<file path="src/rtl/sdram_arb_pkg.sv">
// Shared types and helpers for the SDRAM user-port arbiter.
// Provides the FSM state enum, default bus widths and the watchdog width helper.
package sdram_arb_pkg;

    localparam int ADR_W_DEF = 20;
    localparam int DAT_W_DEF = 16;

    typedef enum logic [2:0] {
        IDLE,
        WR_REQ,
        WR_DATA,
        RD_REQ,
        RD_DATA,
        DONE
    } state_t;

    // Counter width able to hold 0..timeout_cyc.
    function automatic int wd_width(input int timeout_cyc);
        return $clog2(timeout_cyc + 1);
    endfunction

endpackage

</file>
<file path="src/rtl/sdram_port_arb_if.sv">
// Requester and controller-side signals of the SDRAM user-port arbiter.
// master: arbiter view; slave: requesters plus controller view.
interface sdram_port_arb_if #(
    parameter int ADR_W = 20,
    parameter int DAT_W = 16
);
    logic             cap_req;
    logic [ADR_W-1:0] cap_adr;
    logic [DAT_W-1:0] cap_da;
    logic             cap_done;
    logic             rd_req;
    logic [ADR_W-1:0] rd_adr;
    logic             rd_done;
    logic [DAT_W-1:0] rd_da;
    logic             u_wreq;
    logic             u_rreq;
    logic             u_wack;
    logic             u_rack;
    logic             u_wr_da_en;
    logic             u_rd_da_en;
    logic [ADR_W-1:0] u_wadr;
    logic [ADR_W-1:0] u_radr;
    logic [DAT_W-1:0] u_wr_da;
    logic [DAT_W-1:0] u_rd_da;
    logic             busy;
    logic             err;
    logic             err_clr;

    modport master (
        input  cap_req, cap_adr, cap_da, rd_req, rd_adr,
        input  u_wack, u_rack, u_wr_da_en, u_rd_da_en, u_rd_da,
        input  err_clr,
        output cap_done, rd_done, rd_da,
        output u_wreq, u_rreq, u_wadr, u_radr, u_wr_da,
        output busy, err
    );

    modport slave (
        output cap_req, cap_adr, cap_da, rd_req, rd_adr,
        output u_wack, u_rack, u_wr_da_en, u_rd_da_en, u_rd_da,
        output err_clr,
        input  cap_done, rd_done, rd_da,
        input  u_wreq, u_rreq, u_wadr, u_radr, u_wr_da,
        input  busy, err
    );

endinterface

</file>
<file path="src/rtl/arb_watchdog.sv">
// Transaction watchdog: counts cycles spent in one state, flags expiry.
// Ports: clk, reset, clr (restart), en (count), expire (limit reached).
module arb_watchdog
    import sdram_arb_pkg::*;
#(
    parameter int TIMEOUT_CYC = 255
) (
    input  logic clk,
    input  logic reset,
    input  logic clr,
    input  logic en,
    output logic expire
);

    localparam int CW = wd_width(TIMEOUT_CYC);
    localparam logic [CW-1:0] LAST = CW'(TIMEOUT_CYC - 1);

    logic [CW-1:0] cnt;

    // Counter holds the cycle index within the state, so expiry
    // fires in the TIMEOUT_CYC-th cycle spent there.
    always_ff @(posedge clk or posedge reset) begin
        if (reset) begin
            cnt <= '0;
        end else if (clr) begin
            cnt <= '0;
        end else if (en && cnt != LAST) begin
            cnt <= cnt + 1'b1;
        end
    end

    assign expire = en && (cnt == LAST);

endmodule

</file>
<file path="src/rtl/sdram_port_arb.sv">
// Shares the SDRAM controller user port between capture writes and readout.
// Ports: clk, reset, bus (requester + controller handshakes, busy/err/err_clr).
module sdram_port_arb
    import sdram_arb_pkg::*;
#(
    parameter int RD_STARVE_MAX = 4,
    parameter int TIMEOUT_CYC   = 255
) (
    input logic             clk,
    input logic             reset,
    sdram_port_arb_if.master bus
);

    localparam int SW = $clog2(RD_STARVE_MAX + 1);
    localparam logic [SW-1:0] SMAX = SW'(RD_STARVE_MAX);

    state_t        state_q;
    state_t        state_d;
    logic          wr_gnt;
    logic          rd_gnt;
    logic          xfer;
    logic          expire;
    logic          wd_clr;
    logic          wr_seen;
    logic          wr_side;
    logic          to_done;
    logic [SW-1:0] starve_cnt;

    assign xfer    = state_q inside {WR_REQ, WR_DATA, RD_REQ, RD_DATA};
    assign wr_side = state_q inside {WR_REQ, WR_DATA};
    assign to_done = (state_d == DONE) && (state_q != DONE);
    assign wd_clr  = (state_d != state_q);

    // Writes win unless the reader has waited out its quota.
    assign wr_gnt = (state_q == IDLE) && bus.cap_req
                  && !(bus.rd_req && starve_cnt == SMAX);
    assign rd_gnt = (state_q == IDLE) && bus.rd_req && !wr_gnt;

    arb_watchdog #(
        .TIMEOUT_CYC(TIMEOUT_CYC)
    ) u_wd (
        .clk   (clk),
        .reset (reset),
        .clr   (wd_clr),
        .en    (xfer),
        .expire(expire)
    );

    always_ff @(posedge clk or posedge reset) begin
        if (reset) begin
            state_q <= IDLE;
        end else begin
            state_q <= state_d;
        end
    end

    always_comb begin
        state_d = state_q;
        case (state_q)
            IDLE: begin
                if (wr_gnt) begin
                    state_d = WR_REQ;
                end else if (rd_gnt) begin
                    state_d = RD_REQ;
                end
            end
            WR_REQ:  if (bus.u_wack) state_d = WR_DATA;
            // Finish on the first low cycle after the enable was seen high.
            WR_DATA: if (wr_seen && !bus.u_wr_da_en) state_d = DONE;
            RD_REQ:  if (bus.u_rack) state_d = RD_DATA;
            RD_DATA: if (bus.u_rd_da_en) state_d = DONE;
            DONE:    state_d = IDLE;
            default: state_d = IDLE;
        endcase
        if (xfer && expire) begin
            state_d = DONE;
        end
    end

    // Outputs are registered from the next state so they line up
    // with the state they describe.
    always_ff @(posedge clk or posedge reset) begin
        if (reset) begin
            bus.u_wreq   <= 1'b0;
            bus.u_rreq   <= 1'b0;
            bus.u_wadr   <= '0;
            bus.u_radr   <= '0;
            bus.u_wr_da  <= '0;
            bus.rd_da    <= '0;
            bus.cap_done <= 1'b0;
            bus.rd_done  <= 1'b0;
            bus.busy     <= 1'b0;
            bus.err      <= 1'b0;
            wr_seen      <= 1'b0;
            starve_cnt   <= '0;
        end else begin
            bus.u_wreq   <= (state_d == WR_REQ);
            bus.u_rreq   <= (state_d == RD_REQ);
            bus.busy     <= (state_d != IDLE);
            bus.cap_done <= to_done && wr_side;
            bus.rd_done  <= to_done && !wr_side;

            if (wr_gnt) begin
                bus.u_wadr  <= bus.cap_adr;
                bus.u_wr_da <= bus.cap_da;
            end
            if (rd_gnt) begin
                bus.u_radr <= bus.rd_adr;
            end
            // An aborted read returns zero rather than stale data.
            if (to_done && !wr_side) begin
                bus.rd_da <= expire ? '0 : bus.u_rd_da;
            end

            if (state_q != WR_DATA) begin
                wr_seen <= 1'b0;
            end else if (bus.u_wr_da_en) begin
                wr_seen <= 1'b1;
            end

            if (bus.err_clr) begin
                bus.err <= 1'b0;
            end else if (xfer && expire) begin
                bus.err <= 1'b1;
            end

            if (rd_gnt) begin
                starve_cnt <= '0;
            end else if (wr_gnt && bus.rd_req) begin
                if (starve_cnt != SMAX) begin
                    starve_cnt <= starve_cnt + 1'b1;
                end
            end else if (state_q == IDLE && !bus.rd_req) begin
                starve_cnt <= '0;
            end
        end
    end

endmodule

</file>
<file path="src/flat_wrapper.sv">
// flat-port wrapper written by rule: the top's interface ports become plain ports
module sdram_port_arb_flat import sdram_arb_pkg::*;
#(
    parameter int RD_STARVE_MAX = 4,
    parameter int TIMEOUT_CYC   = 255
)
  (clk, reset, bus_cap_req, bus_cap_adr, bus_cap_da, bus_rd_req, bus_rd_adr, bus_u_wack, bus_u_rack, bus_u_wr_da_en, bus_u_rd_da_en, bus_u_rd_da, bus_err_clr, bus_cap_done, bus_rd_done, bus_rd_da, bus_u_wreq, bus_u_rreq, bus_u_wadr, bus_u_radr, bus_u_wr_da, bus_busy, bus_err);
  sdram_port_arb_if #(.ADR_W(20), .DAT_W(16)) bus_i ();
  input logic clk;
  input logic reset;
  input wire logic [$bits(bus_i.cap_req)-1:0] bus_cap_req;
  input wire logic [$bits(bus_i.cap_adr)-1:0] bus_cap_adr;
  input wire logic [$bits(bus_i.cap_da)-1:0] bus_cap_da;
  input wire logic [$bits(bus_i.rd_req)-1:0] bus_rd_req;
  input wire logic [$bits(bus_i.rd_adr)-1:0] bus_rd_adr;
  input wire logic [$bits(bus_i.u_wack)-1:0] bus_u_wack;
  input wire logic [$bits(bus_i.u_rack)-1:0] bus_u_rack;
  input wire logic [$bits(bus_i.u_wr_da_en)-1:0] bus_u_wr_da_en;
  input wire logic [$bits(bus_i.u_rd_da_en)-1:0] bus_u_rd_da_en;
  input wire logic [$bits(bus_i.u_rd_da)-1:0] bus_u_rd_da;
  input wire logic [$bits(bus_i.err_clr)-1:0] bus_err_clr;
  output wire logic [$bits(bus_i.cap_done)-1:0] bus_cap_done;
  output wire logic [$bits(bus_i.rd_done)-1:0] bus_rd_done;
  output wire logic [$bits(bus_i.rd_da)-1:0] bus_rd_da;
  output wire logic [$bits(bus_i.u_wreq)-1:0] bus_u_wreq;
  output wire logic [$bits(bus_i.u_rreq)-1:0] bus_u_rreq;
  output wire logic [$bits(bus_i.u_wadr)-1:0] bus_u_wadr;
  output wire logic [$bits(bus_i.u_radr)-1:0] bus_u_radr;
  output wire logic [$bits(bus_i.u_wr_da)-1:0] bus_u_wr_da;
  output wire logic [$bits(bus_i.busy)-1:0] bus_busy;
  output wire logic [$bits(bus_i.err)-1:0] bus_err;
  assign bus_i.cap_req = bus_cap_req;
  assign bus_i.cap_adr = bus_cap_adr;
  assign bus_i.cap_da = bus_cap_da;
  assign bus_i.rd_req = bus_rd_req;
  assign bus_i.rd_adr = bus_rd_adr;
  assign bus_i.u_wack = bus_u_wack;
  assign bus_i.u_rack = bus_u_rack;
  assign bus_i.u_wr_da_en = bus_u_wr_da_en;
  assign bus_i.u_rd_da_en = bus_u_rd_da_en;
  assign bus_i.u_rd_da = bus_u_rd_da;
  assign bus_i.err_clr = bus_err_clr;
  assign bus_cap_done = bus_i.cap_done;
  assign bus_rd_done = bus_i.rd_done;
  assign bus_rd_da = bus_i.rd_da;
  assign bus_u_wreq = bus_i.u_wreq;
  assign bus_u_rreq = bus_i.u_rreq;
  assign bus_u_wadr = bus_i.u_wadr;
  assign bus_u_radr = bus_i.u_radr;
  assign bus_u_wr_da = bus_i.u_wr_da;
  assign bus_busy = bus_i.busy;
  assign bus_err = bus_i.err;
  sdram_port_arb #(.RD_STARVE_MAX(RD_STARVE_MAX), .TIMEOUT_CYC(TIMEOUT_CYC)) u_core (.clk(clk), .reset(reset), .bus(bus_i));
endmodule
</file>
<file path="config.mk">
export PLATFORM = sky130hd
export DESIGN_NAME = sdram_port_arb_flat
export DESIGN_NICKNAME = d
export VERILOG_FILES = /design/src/rtl/sdram_arb_pkg.sv /design/src/rtl/sdram_port_arb_if.sv /design/src/rtl/arb_watchdog.sv /design/src/rtl/sdram_port_arb.sv /design/src/flat_wrapper.sv
export SDC_FILE = /design/constraint.sdc
export NUM_CORES = 1
export LEC_CHECK = 0
export BUFFER_PORTS_ARGS = -buffer_cell sky130_fd_sc_hd__buf_2
export CAP_MARGIN = 10
export CORE_MARGIN = 1.5
export CORE_UTILIZATION = 48
export DETAILED_ROUTE_END_ITERATION = 7
export PLACE_DENSITY = 0.9
export REMOVE_ABC_BUFFERS = 1
export SETUP_SLACK_MARGIN = 0.1
export SLEW_MARGIN = 20
export SYNTH_ARGS = -nofsm -noshare
export SYNTH_HDL_FRONTEND = slang
export SYNTH_SLANG_ARGS = --single-unit
</file>
<file path="constraint.sdc">
create_clock -name clk -period 4.1 [get_ports clk]
set_input_delay 1.23 -clock clk [delete_from_list [all_inputs] [get_ports clk]]
set_output_delay 1.23 -clock clk [all_outputs]
set_load 0.01 [all_outputs]
</file>
== Word-level counts from Yosys, hierarchy flattened ==
Index checks and enable logic that the tools add are counted.

* Bits in registers: 93
* Input bits: 81
* Output and inout port bits: 78
* Logic and storage cells: 78

* Add/sub/neg operators: 2
* Equal/unequal tests: 15
* Muxes and demuxes: 19
* Reduce and logical (&&, ||, !) cells: 28

{| class="wikitable"
|+ Operator list
! kind !! number
|-
| $mux 3 || 11
|-
| $mux 16 || 1
|-
| $mux 8 || 2
|-
| $pmux 3 s5 || 1
|-
| $logic_and 1x1->1 || 14
|-
| $eq 3x2->1 const B || 3
|-
| $eq 3x3->1 const B || 3
|-
| $add 8x1->8 const B || 1
|-
| $eq 8x8->1 const B || 1
|-
| $ne 8x8->1 const B || 1
|-
| $reduce_bool 2->1 || 4
|-
| $eq 3x1->1 const B || 2
|-
| $ne 3x2->1 const B || 2
|-
| $ne 3x3->1 const B || 2
|-
| $reduce_bool 3->1 || 2
|-
| $logic_not 1->1 || 5
|-
| $mux 1 || 4
|-
| $reduce_bool 4->1 || 1
|-
| $add 3x1->3 const B || 1
|-
| $logic_not 3->1 || 1
|-
| $ne 3x3->1 || 1
|-
| $reduce_and 2->1 || 1
|}

== Depth between registers and ports, before layout ==
* Word-level depth: 13
* Mapped depth: 9
* Depth with buffers taken out: 6

== Cells and area by module ==
A second synthesis with hierarchy kept.

* Cell total of the unflattened synthesis: 299
* Area total of the unflattened synthesis: 4043.9 um^2

{| class="wikitable"
|+ Modules (own cells, without submodules)
! module !! instances !! cells an instance !! area an instance (um^2) !! seq. area each (um^2)
|-
| sdram_port_arb || 1 || 249 || 3560.9 || 2127.0
|-
| arb_watchdog || 1 || 50 || 483.0 || 200.2
|}

== Worst setup path before layout ==
Ideal clock, no wire load.

* Path type: input-to-reg
* Start point: input port bus_u_wr_da_en
* End point: register u_core.u_wd.cnt[1]
* Library setup time: 0.139 ns
* Arrival time: 2.265 ns
* Data required time: 3.961 ns
* Path slack: 1.696 ns
* Stages: 5
* Buffers on the path: 1
* Path through: or3b_2 -> a31oi_1 -> or3_1 -> clkbuf_1 -> a22oi_1

* Longest elaborated chain between the ends: 7
* Elaborated cells on any way between the ends: 8
* Those cells by class: eq/ne: 1; mux: 4; reduce/logical: 3

{| class="wikitable"
|+ Ends and longest elaborated chain
! what !! line !! text
|-
| from (decl) || flat_wrapper.sv:18 || <nowiki>input wire logic [$bits(bus_i.u_wr_da_en)-1:0] bus_u_wr_da_en;</nowiki>
|-
| $logic_not 1->1 * || sdram_port_arb.sv:69 || <nowiki>WR_DATA: if (wr_seen && !bus.u_wr_da_en) state_d = DONE;</nowiki>
|-
| $logic_and 1x1->1 * || sdram_port_arb.sv:69 ||
|-
| $mux 3 * || sdram_port_arb.sv:69 ||
|-
| $pmux 3 s5 * || sdram_port_arb.sv:59 || <nowiki>case (state_q)</nowiki>
|-
| $mux 3 * || sdram_port_arb.sv:75 || <nowiki>if (xfer && expire) begin</nowiki>
|-
| $ne 3x3->1 * || sdram_port_arb.sv:32 || <nowiki>assign wd_clr = (state_d != state_q);</nowiki>
|-
| $mux 8 / $reduce_bool 2->1 (equally long branches) || n/a ||
|-
| to (signal assigned) || arb_watchdog.sv:28 || <nowiki>cnt <= cnt + 1'b1;</nowiki>
|-
| to (decl) || arb_watchdog.sv:18 || <nowiki>logic [CW-1:0] cnt;</nowiki>
|}

Mark *: on every way between the ends. The rest lies on a longest branch, timed or not.
A chain may end at the register's enable or synchronous reset.

== Worst setup path in the final report ==
* Start point: input port bus_cap_req
* End point: register u_core.bus.u_radr[15]

* Longest elaborated chain between the ends: 4

{| class="wikitable"
|+ Ends and longest elaborated chain
! what !! line !! text
|-
| from (decl) || flat_wrapper.sv:11 || <nowiki>input wire logic [$bits(bus_i.cap_req)-1:0] bus_cap_req;</nowiki>
|-
| $logic_and 1x1->1 || sdram_port_arb.sv:35 || <nowiki>assign wr_gnt = (state_q == IDLE) && bus.cap_req</nowiki>
|-
| $logic_and 1x1->1 || sdram_port_arb.sv:36 || <nowiki>&& !(bus.rd_req && starve_cnt == SMAX);</nowiki>
|-
| $logic_not 1->1 || sdram_port_arb.sv:37 || <nowiki>assign rd_gnt = (state_q == IDLE) && bus.rd_req && !wr_gnt;</nowiki>
|-
| $logic_and 1x1->1 || sdram_port_arb.sv:37 ||
|-
| to (signal assigned) || sdram_port_arb.sv:108 || <nowiki>bus.u_radr <= bus.rd_adr;</nowiki>
|-
| to (decl) || sdram_port_arb_if.sv:34 || <nowiki>output u_wreq, u_rreq, u_wadr, u_radr, u_wr_da,</nowiki>
|}

No other way between the ends.

==> impl_metrics.tcl <==
set metrics [dict create \
    outcome "complete, no violations" \
    post-route-min-period_ns 2.54 \
    numPortBuffers 158 \
    finalHoldViolCount 0 \
    cts_resized 0 \
    hold_class "register to register" \
    drive_gt1_share_pct 44.7 \
    grt_util_met3_pct 4.59 \
    cap_violations 0 \
    swShare_pct 34.8 \
    synth_top_area_share_pct 57.8 \
    clockRootBuffer "clkbuf_8" \
    ff2ff_setup_slack_ns 1.89 \
    dp_hpwl_mm 6.76 \
    clk_latency_ns 0.35 \
    cp.required_ns 4.33 \
    placedCellCount 568 \
    p_int_mw 2.41 \
    finClkSkew_ns 0.0102 \
    yosys-top-cells-area "dfrtp_1, mux2_1, mux2_2" \
    pwr-share-comb_pct 37.3 \
    cts_tree "done" \
    start_util_pct 49.2 \
    worstSetupPathType "input pin to register" \
    antenna_left 0 \
    fin_area_um2 5150 \
    grt_max_degree 39 \
    clkPwrFrac_pct 20.4 \
    busiest_layer "met2" \
    ios 159 \
    seqPwrFrac_pct 42.3 \
    grt_use_met1_pct 22.5 \
    h-tree-depth 3 \
    worst_hold_path.num_cells 1 \
    start_kind "input pin" \
    clock_sinks 93 \
    cts_max_path_buffers 2 \
    fin_util_pct 63.0 \
    dr.pass1.iters 4 \
    cts_hold_buf 0 \
    post_cts_buffers 0 \
    placed_area_um2 4890 \
    synth.largest_area_cell "dfrtp_1" \
    synth.ff_latch_count 93 \
    yosysMostFrequentCell "dfrtp_1" \
    gp_congestion 0.828 \
    path_cells "buf_2, a21boi_1, nor2_1, nand2_1, mux2_2" \
    cts_buffers 9 \
    final_cells 584 \
    whs_endpoint "u_core.bus.u_wr_da[1]$_DFFE_PP0P_" \
    power.density_nw_per_um2 717 \
    worst_r2r_endpoint "u_core.bus.u_radr[15]$_DFFE_PP0P_" \
    yosysWarnings 0 \
    route.vias.total 2986 \
    coreArea_um2 8180 \
    critPathCaptureType "register" \
    syn_avg_cell_area_um2 12.7 \
    fill_cells 651 \
    async_flop_share_pct 100 \
    num_rows 33 \
    via_per_inst 5.11 \
    syn_inst 317 \
    rsz0062_at_grt "no" \
    setup_viol 0 \
    areaGrowthSynthToFinish_pct 28.0 \
    r2r-start "u_core.starve_cnt[0]$_DFFE_PP0P_" \
    r2r_cells 6 \
    synthDistinctLibCells 48 \
    dieArea_um2 8940 \
    min_from "u_core.bus.u_wr_da[1]$_DFFE_PP0P_" \
    ys_seq_area_share_pct 57.8 \
    grt_overflow 0 \
    cp_slowest_cell "nand2_1" \
    antenna_found_initial 0 \
    p_leak_nw 2.57 \
    insertedDiodeCount 0 \
    period_share_pct 62.0 \
    tns_ns 0 \
    synthesis.area_um2 4030 \
    first_global_vias 2838 \
    fmax_ghz 0.393 \
    cp.arrival_ns 2.77 \
    synthTopCellsByCount "dfrtp_1, mux2_1, nand2_1" \
    crit_path_max_fanout 20 \
    wl_mm 8.94 \
    wl_per_cell_um 15.3 \
    synth_edf_count 0 \
    drt_iter0_markers 84 \
    finalPower_mw 3.70 \
    relSlewSlack_pct 45.7 \
    clk_pin_slew_worst_paths_ns 0.08 \
    worst_slew_pin_slew_ns 0.813 \
    grt_usage_pct 19.8 \
    final_nets 559 \
    die_w_um 94.6 \
    ir_drop_uv 259 \
    slowest_delay_ns 0.61 \
    p_sw_mw 1.29 \
    grt_pass1_wl_mm 13.5 \
    dieHeight_um 94.6 \
    slew_violations 0 \
    grtUsageMet2_pct 36.3 \
    synth_flop_cell "dfrtp_1" \
    route.detailed.drc 0 \
]
-- flip-flops by register name, summed over array words and instances (netlist names) --
signal	flops
u_core.bus.u_radr	20
u_core.bus.u_wadr	20
u_core.bus.rd_da	16
u_core.bus.u_wr_da	16
u_core.u_wd.cnt	8
u_core.starve_cnt	3
u_core.state_q	3
u_core.bus.busy	1
u_core.bus.cap_done	1
u_core.bus.err	1
u_core.bus.rd_done	1
u_core.bus.u_rreq	1
u_core.bus.u_wreq	1
u_core.wr_seen	1
-- per-stage QoR --
| step | hold slack [ns] | setup WS (ns) |
|---|---|---|
| after floorplan | 0.467 | 0.450 |
| after global placement | 0.470 | 1.24 |
| after detailed placement | 0.476 | 1.17 |
| after CTS | 0.497 | 1.54 |
| after global routing | 0.509 | 1.46 |
| final | 0.494 | 1.56 |
-- cell type report --
| cell class | count | area [um2] | share of cell area [%] |
|---|---|---|---|
| clock inverters | 6 | 116 | 2.26 |
| repair buffers | 160 | 806 | 15.6 |
| well taps | 105 | 131 | 2.55 |
| clock buffers | 10 | 138 | 2.67 |
| flip-flops and latches | 93 | 2330 | 45.2 |
| inverters | 23 | 87.6 | 1.70 |
| multi-input cells | 187 | 1550 | 30.0 |
-- cells in the final DEF, fill, tap and decap left out, drive strengths merged, types with 2 or more instances in the layout --
cell     synthesis  routed
a21boi           2       2
a21oi            6       6
a22oi            5       5
and2             2       2
and3             3       3
and4             2       2
buf             13     160
bufinv           0       3
clkbuf           1      10
dfrtp           93      93
ha               4       4
inv             23      25
mux2            56      56
mux2i           17      17
nand2           29      29
nand2b           2       2
nand3            7       7
nand4            4       4
nand4bb          2       2
nor2             6       6
nor3             4       4
o211ai           2       2
o21ai            7       7
o31ai            4       4
or3              7       7
xnor2            2       2
-- worst max path at each step --
stage                                                    to   startpoint  cells after the start
after CTS                 u_core.bus.u_radr[15]$_DFFE_PP0P_  bus_cap_req                      5
final                     u_core.bus.u_radr[15]$_DFFE_PP0P_  bus_cap_req                      5
after detailed placement   u_core.bus.u_radr[6]$_DFFE_PP0P_  bus_cap_req                      5
after global placement    u_core.bus.u_radr[13]$_DFFE_PP0P_  bus_cap_req                      5
after global routing      u_core.bus.u_radr[15]$_DFFE_PP0P_  bus_cap_req                      5
after floorplan                   u_core.bus.busy$_DFF_PP0_        reset                      1
-- power by group through the flow --
stage	sequential [mW]	clock (mW)	combinational, mW
after floorplan	1.74	0	0.634
final	1.56	0.754	1.38
after CTS	1.57	0.762	1.40
after detailed placement	1.58	0	1.39
after global placement	1.55	0	1.33
after global routing	1.61	0.799	1.52
-- critical path: cells and delay by family --
family,cells,cell delay [ns]
muxes,1,0.42
buffers and inverters,1,0.12
and+or+nand+nor,2,0.70
AOI/OAI and AO/OA,1,0.29
-- layer usage --
layer  share of wire [%]  vias to the layer above
li1                    -                     1422
met2                  52                      128
met3                 7.9                       15
met4                 1.7                        0
met5                   0                        -
met1                  38                     1421
-- kinds of logic after synthesis --
| kind of cell | synth area share [%] |
|---|---|
| flip-flops | 57.8 |
| AND/OR/NAND/NOR | 10.7 |
| multiplexers | 19.9 |
| buffers and inverters | 4.07 |
| AO/OA/AOI/OAI | 5.60 |
| adder cells (fa/ha/maj) | 1.24 |
| XOR/XNOR | 0.653 |
(Power assumes the default switching activity.)
